--- config.mk ---
export PLATFORM = sky130hd
export DESIGN_NAME = hero_beat_packer
export DESIGN_NICKNAME = d
export VERILOG_FILES = /design/src/rtl/hero_beat_packer.sv
export SDC_FILE = /design/constraint.sdc
export NUM_CORES = 1
export LEC_CHECK = 0
export BUFFER_PORTS_ARGS = -buffer_cell sky130_fd_sc_hd__buf_2
export CAP_MARGIN = 20
export CORE_MARGIN = 3
export CORE_UTILIZATION = 51
export DETAILED_ROUTE_END_ITERATION = 12
export PLACE_DENSITY = 0.79
export SLEW_MARGIN = 30
export SYNTH_ARGS = -nofsm -noshare
export SYNTH_HDL_FRONTEND = slang
export SYNTH_SLANG_ARGS = --single-unit
--- constraint.sdc ---
create_clock -name clk -period 8.1 [get_ports clk]
set_input_delay 0 -clock clk [delete_from_list [all_inputs] [get_ports clk]]
set_output_delay 0 -clock clk [all_outputs]
set_load 0.01 [all_outputs]
--- src/rtl/hero_beat_packer.sv ---
// hero_beat_packer: per-channel beat packing into wide words with round-robin output arbitration.
module hero_beat_packer #(
    parameter int NUM_CH = 2,
    parameter int BEATS  = 4,
    parameter int DATA_W = 36,
    localparam int CW  = $clog2(BEATS + 1),
    localparam int CHW = NUM_CH > 1 ? $clog2(NUM_CH) : 1
) (
    input  logic                    clk,
    input  logic                    rst,
    input  logic [NUM_CH*2-1:0]     in_cycle_type,
    input  logic [NUM_CH*DATA_W-1:0] in_data,
    output logic [NUM_CH-1:0]       in_ready,
    output logic                    out_valid,
    input  logic                    out_ready,
    output logic [BEATS*DATA_W-1:0] out_data,
    output logic [CW-1:0]           out_count,
    output logic                    out_last,
    output logic [CHW-1:0]          out_ch,
    output logic [NUM_CH-1:0]       err
);
    typedef enum logic {FILL, HOLD} state_t;

    state_t            st   [NUM_CH];
    state_t            st_n [NUM_CH];
    logic [DATA_W-1:0] mem  [NUM_CH][BEATS];
    logic [CW-1:0]     cnt  [NUM_CH];
    logic [NUM_CH-1:0] last, acc, rel, hold;
    logic [CHW-1:0]    rr_ptr, sel, found_idx, lock_idx;
    logic              lock;

    always_comb begin
        for (int c = 0; c < NUM_CH; c++) begin
            hold[c] = st[c] == HOLD;
            acc[c]  = !hold[c] && (in_cycle_type[2*c +: 2] == 2'd1 || in_cycle_type[2*c +: 2] == 2'd2);
        end
    end

    // Descending scan so the last hit is the first HOLD channel at or after rr_ptr.
    always_comb begin
        found_idx = '0;
        for (int i = NUM_CH - 1; i >= 0; i--)
            for (int c = 0; c < NUM_CH; c++)
                if (hold[c] && (int'(rr_ptr) + i) % NUM_CH == c) found_idx = CHW'(c);
        sel = lock ? lock_idx : found_idx;
    end

    always_comb begin
        for (int c = 0; c < NUM_CH; c++) begin
            rel[c]  = hold[c] && out_ready && sel == CHW'(c);
            st_n[c] = rel[c] ? FILL :
                      (acc[c] && (in_cycle_type[2*c+1] || cnt[c] == CW'(BEATS - 1))) ? HOLD : st[c];
        end
    end

    assign in_ready  = ~hold;
    assign out_valid = |hold;

    // Unwritten slots stay zero because buffers are cleared on release and reset.
    always_comb begin
        out_data  = '0;
        out_count = '0;
        out_last  = 1'b0;
        out_ch    = '0;
        for (int c = 0; c < NUM_CH; c++)
            if (hold[c] && sel == CHW'(c)) begin
                for (int s = 0; s < BEATS; s++) out_data[s*DATA_W +: DATA_W] = mem[c][s];
                out_count = cnt[c];
                out_last  = last[c];
                out_ch    = sel;
            end
    end

    always_ff @(posedge clk or posedge rst) begin
        if (rst) begin
            for (int c = 0; c < NUM_CH; c++) begin
                st[c]  <= FILL;
                cnt[c] <= '0;
                for (int s = 0; s < BEATS; s++) mem[c][s] <= '0;
            end
            last     <= '0;
            err      <= '0;
            rr_ptr   <= '0;
            lock     <= 1'b0;
            lock_idx <= '0;
        end else begin
            for (int c = 0; c < NUM_CH; c++) begin
                st[c] <= st_n[c];
                if (rel[c]) begin
                    cnt[c]  <= '0;
                    last[c] <= 1'b0;
                    for (int s = 0; s < BEATS; s++) mem[c][s] <= '0;
                end else if (acc[c]) begin
                    for (int s = 0; s < BEATS; s++)
                        if (cnt[c] == CW'(s)) mem[c][s] <= in_data[c*DATA_W +: DATA_W];
                    cnt[c]  <= cnt[c] + CW'(1);
                    last[c] <= in_cycle_type[2*c+1];
                end
                if (!hold[c] && in_cycle_type[2*c +: 2] == 2'd3) err[c] <= 1'b1;
            end
            if (out_valid && out_ready) rr_ptr <= sel == CHW'(NUM_CH - 1) ? '0 : sel + CHW'(1);
            lock     <= out_valid && !out_ready;
            lock_idx <= sel;
        end
    end
endmodule

==> impl_results.md, run 1 <==
* Outcome: finished clean
* Crit. Startpoint: hold[0]
* Initial antenna violation count at 0
* Pin count of the biggest net entering global routing at 158
* Total power at 5.95 mW
* Post-CTS Hold Fix Bufs at 78
* Critical path class: reg -> out
* DP HPWL at 25.7 mm
* Detail Route Antenna Nets at 0
* TritonRoute pass-1 iters at 5
* WHS at 0.196 ns
* IO buf count at 232
* GRT overflow at 0
* Fin crit share at 44.3%
* Crit start category: register
* Final slew viol count at 0
* Die area at 29,000 sq um
* Net count after synthesis at 1,618
* Multi-input logic area at 5590 sq um
* YS warnings at 0
* Drt drc at 0
* Shortest clock period the worst path allows after layout at 3.59 ns
* Crit path capture: out_data[110]
* Sequential power share at 38.8%
* Chip Height at 170 um
* First-pass GRT wire length at 68.6 mm
* R2R Path End: mem[89]
* IR drop worst, VDD at 0.326 mV
* Crit Path Max Fanout at 84
* Initial Util at 52.3%
* Synth Instances at 1,527
* Leading cell types in the layout, fill and taps excluded: nand2_1, dfrtp_1, a21oi_1
* Nets at 1,850
* Initial DRC Count at 1,469
* RSZ-0062 raised after global routing: false
* Post-synthesis sequential area ratio at 55.2%
* Combinational share of power at 35.6%
* Layout cells sized above 1 at 18.4%
* Sequential Area at 7580 sq um
* CP Data Arrival Time at 3.59 ns
* Switch share at 38.7%
* Area delta synth->final at 22.8%
* Clock tree buffer depth at 3
* Via count at 12,574
* Placer Congestion at 0.823
* Hold Crit Class: in -> async
* Fin Setup TNS at 0 ns
* P_sw at 2.31 mW
* Synthesized area at 13,700 sq um
* Postcts setup bufs at 0
* Lkg Pwr at 7.95 nW
* CTS-repair resized insts at 0
* PwrDens at 353 nW/um^2
* CTS buffer count at 31
* Routed wire per std cell at 20.9 um
* Cell taking the most area after synthesis: dfrtp_1
* Fmax at 279 MHz
* Vias in the first global route at 12,501
* Total Routed Length at 44.2 mm
* Worst r2r src: hold[0]
* IO Pins at 233
* Util after Layout at 64.2%
* Final setup violation count at 0
* Worst-Skew Late Latency at 0.56 ns
* Worst R2R Setup Slack at 5.23 ns
* Rel. slew slack at 33.8%
* Most common cell after layout, fill and taps aside: nand2_1
* GRT Overall Usage at 29.8%
* Ranking of synthesized cells by area: dfrtp_1, nand2_1, a21oi_1
* Final Skew at 0.0123 ns
* CTS Sinks at 303
* Vias/cell at 5.93
* Avg Inst Size Synth at 9.00 sq um
* CTS tree: yes
* Crit end category: output port
* Filler instances at 2,134
* Yosys top cell area share at 55.2%
* Dpl ws at 5.17 ns
* # diodes at 0
* Cell Int Power at 3.64 mW
* Critical path data required time at 8.10 ns
* Row cnt at 59
* Final hold vios at 0
* Clock transition at path regs at 0.06 ns
* Clock H-tree levels at 1
* Count of unique library cells instantiated by Yosys at 26
* Core region area at 26,300 sq um
* Worst-case reg-to-reg path depth at 4
* Root buf cell: clkbuf_16
* Worst-Margin Slew at 0.993 ns
* Clk pwr share at 25.6%
* Max-cap violation count at 0
* Min setup slack post-route at 4.51 ns
* Die Span X at 170 um
* FF+latch count, synth at 303
-- logic make-up after synthesis --
kind of cell / Yosys count / synth area share [%]
DFF: 303 / 55.2
and+or+nand+nor: 613 / 17.7
xor gates and xnor gates: 2 / 0.127
buffers and inverters: 145 / 5.15
adders and majority gates: 12 / 1.09
muxes: 4 / 0.291
AOI/OAI and AO/OA: 448 / 20.4
-- sequential cells by signal, indices dropped and copies added, names as in the netlist --
register and cells:
mem 288, cnt 6, err 2, hold 2, last 2, lock 1, lock_idx 1, rr_ptr 1
-- cells in the mapped netlist --
library cell and n:
a211oi_1 2, a21o_1 2, a21oi_1 291, a22o_1 148
and3_1 2, and3b_1 2, and4_1 2, buf_1 5
buf_2 53, buf_6 13, clkbuf_1 65, dfrtp_1 303
ha_1 12, inv_1 9, mux2i_1 4, nand2_1 579
nand2b_1 1, nand3b_1 3, nand4bb_1 6, nor2_1 8
nor2b_1 3, nor4bb_1 6, o21ai_0 4, o31ai_1 1
or3b_1 1, xnor2_1 2
-- area by class of cell --
class	instances	share of cell area, %
inverter	9	0.222
sequential	303	44.9
timing repair buffer	335	12.8
tap	335	2.48
clock inverter	16	1.31
clock buffer	42	5.14
multi-input combinational	1079	33.1
-- metal layers --
| layer | routed length (um) | vias to the layer above | part of all wire [%] | global-route usage [%] |
|---|---|---|---|---|
| li1 | - | 5606 | - | - |
| met1 | 17900 | 6151 | 41 | 41.8 |
| met2 | 20900 | 720 | 47 | 48.4 |
| met3 | 4200 | 97 | 9.5 | 4.92 |
| met4 | 1120 | 0 | 2.5 | 8.61 |
| met5 | 0 | - | 0 | 0 |
-- worst min path at each step --
stage	end	slack, ns	cells past startpoint
4_1_cts	lock	0.18	3
2_1_floorplan	lock	0.06	1
5_1_grt	lock	0.22	3
6_report	mem[60]	0.20	4
3_3_place_gp	lock	0.22	2
3_5_place_dp	lock	0.23	2
-- per-stage QoR --
stage               area, sq um  instances
floorplan                 13700       1527
detailed placement        15000       1983
global route              16900       2119
CTS                       16900       2119
finish                    16900       2119
global placement          15000       1981
-- worst max-delay path, stage by stage (launching register included) --
cell	delay, ns
dfrtp_1	0.58
or3b_1	0.27
and3_4	0.74
buf_4	0.88
a22o_1	0.33
buf_2	0.15
-- power groups by stage --
stage / clock [mW] / combinational, mW / sequential, mW
after floorplan: 0 / 1.50 / 2.20
after CTS: 1.54 / 2.09 / 2.30
after global placement: 0 / 2.00 / 2.30
after detailed placement: 0 / 2.05 / 2.33
after global routing: 1.61 / 2.30 / 2.36
final: 1.52 / 2.12 / 2.31
Note: power is estimated with default switching activity, not from simulation.
==> run 2: changes to the inputs <==
Settings changed: CORE_UTILIZATION 51 to 56, PLACE_DENSITY 0.79 to 0.83.
Clock period 8.1 ns to 3.7 ns, I/O delays scaled along.
==> run 2 against run 1 <==
Against the previous run:
- clock skew down 0.0017 ns
- flip-flop and latch count unchanged
- largest power group unchanged
- critical endpoint unchanged
- total power grew 120%
- sequential share of layout area increased by 0.077 points
- via count increased by 2.1%
==> impl_results.md, run 2 (synthesis gave the netlist of run 1 again) <==
* Core region area at 23,800 sq um
* Row cnt at 56
* CTS buffer count at 30
* Via count at 12,842
* Hold Crit Class: in -> async
* Critical path data required time at 3.70 ns
* IO Pins at 233
* Shortest clock period the worst path allows after layout at 3.05 ns
* Crit Path Max Fanout at 77
* Fmax at 328 MHz
* Post-route cell area at 16,800 sq um
* Total Routed Length at 43.8 mm
* Most common cell after layout, fill and taps aside: nand2_1
* Fin crit share at 82.5%
* Max FFs per register at 288
* Placed Cells at 1,968
* Max-cap violation count at 0
* Root buf cell: clkbuf_16
* # diodes at 0
* Drt drc at 0
* Fin Setup TNS at 0 ns
* Area delta synth->final at 22.6%
* Final slew viol count at 0
* RSZ-0062 raised after global routing: false
* Vias/cell at 6.12
* Clock transition at path regs at 0.06 ns
* Final hold vios at 0
* Crit start category: register
* CTS tree: yes
* Lkg Pwr at 7.94 nW
* Layout cells sized above 1 at 18.3%
* Nets at 1,851
* Non-Filler Instances at 2,098
* Initial Util at 57.7%
* Leading cell types in the layout, fill and taps excluded: nand2_1, dfrtp_1, a21oi_1
* GRT overflow at 0
* Biggest regs: mem x288, cnt x6
* Die Span X at 163 um
* Util after Layout at 70.7%
* CTS Sinks at 303
* Vias in the first global route at 12,819
* Worst R2R Setup Slack at 1.28 ns
* Worst r2r src: cnt[5]
* Crit end category: output port
* TritonRoute pass-1 iters at 5
* Chip Height at 163 um
* Biggest register: mem
* PwrDens at 765 nW/um^2
* Outcome: finished clean
* Worst-Skew Late Latency at 0.55 ns
* Routed wire per std cell at 20.9 um
* Pin count of the biggest net entering global routing at 176
* GRT Overall Usage at 32.8%
* CP Data Arrival Time at 3.05 ns
* Worst-Margin Slew at 0.968 ns
* Area after DPL at 15,000 sq um
* First-pass GRT wire length at 69.0 mm
* Worst-case reg-to-reg path depth at 6
* Clock tree buffer depth at 3
* Initial antenna violation count at 1
* IR drop worst, VDD at 0.446 mV
* IO buf count at 232
* Rel. slew slack at 35.5%
* Die area at 26,500 sq um
* Final setup violation count at 0
* Placer Congestion at 0.889
* Initial DRC Count at 1,552
* Final Skew at 0.0105 ns
* Postcts setup bufs at 0
* Clock H-tree levels at 1
* DP HPWL at 26.4 mm
* Critical path class: reg -> out
* Detail Route Antenna Nets at 0
* R2R Path End: mem[156]
## run 2: changes by cell type in the layout (fill, tap and decap cells not counted), sizes merged
cell      previous run  this run
buf                257       259
bufinv               5         2
clkbuf              42        43
clkinv               8         5
clkinvlp             3         2
inv                  9         8
## run 2: area by class of cell
| cell class | count | area [sq um] |
|---|---|---|
| multi-input cells | 1079 | 5590 |
| clock inverters | 8 | 92.6 |
| fillers | 1745 | 6980 |
| flip-flops and latches | 303 | 7580 |
| well taps | 319 | 399 |
| repair buffers | 337 | 2240 |
| clock buffers | 43 | 901 |
| inverters | 9 | 37.5 |
## run 2: timing repair
item / CTS / global route
endpoints found under the hold margin: 599 / 0
gates resized for setup: 0 / 0
hold buffers: 78 / 0
## run 2: metrics by stage
step                      power [mW]  hold WS [ns]  setup WS [ns]
after floorplan                 8.11        0.0631         -0.329
final                           12.9         0.138          0.648
after CTS                       12.8         0.187          0.717
after global routing            13.6         0.185          0.547
after global placement          9.47         0.227           1.38
after detailed placement        9.65         0.228           1.30
## run 2: how the worst max path moves through the flow
| stage | startpoint | depth (start not counted) | end | slack, ns |
|---|---|---|---|---|
| floorplan | rst | 1 | cnt[0] | -0.33 |
| finish | hold[0] | 5 | out_data[110] | 0.65 |
| CTS | hold[0] | 5 | out_data[4] | 0.72 |
| detailed placement | hold[0] | 5 | out_data[45] | 1.30 |
| global placement | hold[0] | 5 | out_data[81] | 1.38 |
| global route | hold[0] | 5 | out_data[110] | 0.55 |
## run 2: critical path, cell delays in order (launching register included)
cell and delay [ns]:
dfrtp_1 0.59, or3b_1 0.28, and3_4 0.80, buf_12 0.33
a22o_1 0.24, buf_2 0.14
## run 2: power by group
part	switching [mW]	internal, mW
logic	2.92	1.72
clock network	1.27	1.81
registers	0.819	4.34
## run 2: layer usage
metal / wire [um] / global-route usage, %
met3: 4640 / 6.77
met5: 13 / 0
met4: 1800 / 13.5
met1: 16800 / 44.7
met2: 20500 / 52.0
==> run 3: changes to the inputs <==
Settings changed: CORE_UTILIZATION 56 to 51, PLACE_DENSITY 0.83 to 0.79.
Clock period 3.7 ns to 2.6 ns, I/O delays scaled along.
==> run 3 against run 2 <==
Against the previous run:
- clock skew increased by 0.012 ns
- core utilization decreased by 4.8 points
- combinational power increased by 54%
- global-route usage decreased by 2.7 points
- sequential power increased by 39%
- sequential share of layout area decreased by 1.2 points
- worst setup slack got worse by 0.57 ns
- die area increased by 9.4%
- flip-flop and latch count unchanged
- final cell count increased by 2.3%
- total power increased by 50%
- critical endpoint is now out_data[138]
==> impl_results.md, run 3 (synthesis gave the netlist of run 1 again) <==
* Critical path data required time at 2.60 ns
* Post-route cell area at 17,300 sq um
* Placed Cells at 2,006
* Buf/Inv on CP at 2
* Postcts setup bufs at 0
* Worst R2R Setup Slack at 0.52 ns
* Final slew viol count at 0
* Crit start category: register
* Fin crit share at 97.0%
* Critical path depth at 5
* Final hold vios at 0
* Rel. slew slack at 50.9%
* Crit. Startpoint: hold[0]
* Crit end category: output port
* Placer Congestion at 0.849
* Crit Path Max Fanout at 24
* Combinational share of power at 36.8%
* CTS tree: yes
* Pin count of the biggest net entering global routing at 125
* CTS Sinks at 303
* Initial DRC Count at 1,485
* Total Routed Length at 45.1 mm
* Outcome: finished clean
* Worst-case reg-to-reg path depth at 4
* Final Skew at 0.0223 ns
* Max-cap violation count at 0
* Initial antenna violation count at 1
* Vias in the first global route at 12,700
* Worst-path cell chain: or3b_1 -> and3_4 -> buf_4 -> a22o_1 -> buf_2
* Max FFs per register at 288
* WHS at 0.0108 ns
* Root buf cell: clkbuf_16
* Die Span X at 170 um
* Die area at 29,000 sq um
* Chip Height at 170 um
* Via count at 12,959
* CP Data Arrival Time at 2.52 ns
* Routed wire per std cell at 21.0 um
* Non-Filler Instances at 2,146
* P_sw at 7.42 mW
* Hold Crit Class: in -> async
* Final setup violation count at 0
* Worst-Skew Late Latency at 0.52 ns
* Cell Int Power at 12.0 mW
* First-pass GRT wire length at 69.0 mm
* Biggest regs: mem x288, cnt x6
* RSZ-0062 raised after global routing: false
* Most common cell after layout, fill and taps aside: nand2_1
* Area delta synth->final at 26.1%
* CTS buffer count at 34
* Critical path class: reg -> out
* Switch share at 38.3%
* Util after Layout at 65.9%
* Worst-Margin Slew at 0.736 ns
* Crit path capture: out_data[138]
* Sequential power share at 37.1%
* Clk pwr share at 26.1%
* Max incr delay on CP at 0.51 ns
* Fmax at 397 MHz
* # diodes at 0
* Layout cells sized above 1 at 19.7%
* GRT Overall Usage at 30.1%
* Drt drc at 0
* Core region area at 26,300 sq um
* Filler instances at 2,069
* Vias/cell at 6.04
* Clock transition at path regs at 0.06 ns
* IR drop worst, VDD at 0.733 mV
* DP HPWL at 27.1 mm
* Clock H-tree levels at 2
* IO buf count at 232
* GRT overflow at 0
* PwrDens at 1120 nW/um^2
* Lkg Pwr at 8.19 nW
* Leading cell types in the layout, fill and taps excluded: nand2_1, dfrtp_1, a21oi_1
* CP max-delay cell: or3b_1
* Worst path top cell family by delay: simple AND/OR/NAND/NOR gates
* Detail Route Antenna Nets at 0
* Shortest clock period the worst path allows after layout at 2.52 ns
* Dpl ws at 0.558 ns
* Biggest register: mem
* Clock tree buffer depth at 3
* Min setup slack post-route at 0.0789 ns
* Area after DPL at 15,300 sq um
* TritonRoute pass-1 iters at 5
* Worst r2r src: cnt[5]
* Nets at 1,878
* IO Pins at 233
* Initial Util at 52.3%
* Row cnt at 59
* R2R Path End: mem[239]
[run 3: cell types whose count changed in the layout (fill, tap and decap cells not counted), sizes merged]
cell and change:
buf +21, clkbuf +6, and3 +2, bufinv +2, clkinv +2, clkinvlp -1
[run 3: per-layer routing]
| metal | vias to the layer above | part of all wire (%) | GRT usage [%] |
|---|---|---|---|
| met3 | 134 | 11 | 5.71 |
| met1 | 6303 | 39 | 40.6 |
| met5 | - | 0 | 0 |
| met2 | 847 | 47 | 48.2 |
| li1 | 5675 | - | - |
| met4 | 0 | 3.7 | 12.6 |
[run 3: repair_timing]
action	4_1_cts	5_1_grt
setup endpoints to repair	0	40
gates resized for setup	0	3
hold endpoints to repair	392	0
hold buffers	78	0
[run 3: power by group through the flow]
stage	Sequential, mW	Clock [mW]	Combinational [mW]
final	7.19	5.06	7.13
after global routing	7.35	5.28	7.69
after CTS	7.14	5.10	6.92
after detailed placement	7.21	0	6.79
after global placement	7.14	0	6.63
after floorplan	6.87	0	4.67
[run 3: worst register-to-register path: cells and delay by family, from the launching register on]
family / cells / cell delay, ns
AO/OA/AOI/OAI: 1 / 0.07
buffers and inverters: 1 / 0.44
flip-flops: 1 / 0.53
AND/OR/NAND/NOR: 2 / 0.90
[run 3: how the worst min path moves through the flow]
stage / start / end / slack (ns) / cells past startpoint
2_1_floorplan: out_ready / lock / 0.06 / 1
4_1_cts: rst / mem[275] / 0.02 / 3
3_5_place_dp: rst / mem[61] / 0.01 / 2
5_1_grt: rst / mem[275] / 0.05 / 3
6_report: rst / mem[275] / 0.01 / 3
3_3_place_gp: rst / mem[61] / 0.007 / 2
[run 3: stage by stage]
step	total power, mW	setup TNS [ns]
after detailed placement	14.0	0
after floorplan	11.5	-432.99
final	19.4	0
after CTS	19.2	0
after global routing	20.3	0
after global placement	13.8	0
[run 3: layout make-up]
cell class / instances / area (sq um) / area share [%]
Tap cell: 335 / 419 / 2.42
Sequential cell: 303 / 7580 / 43.8
Inverter: 9 / 37.5 / 0.217
Timing Repair Buffer: 358 / 2490 / 14.4
Clock inverter: 11 / 178 / 1.03
Clock buffer: 49 / 1010 / 5.82
Multi-Input combinational cell: 1081 / 5610 / 32.4
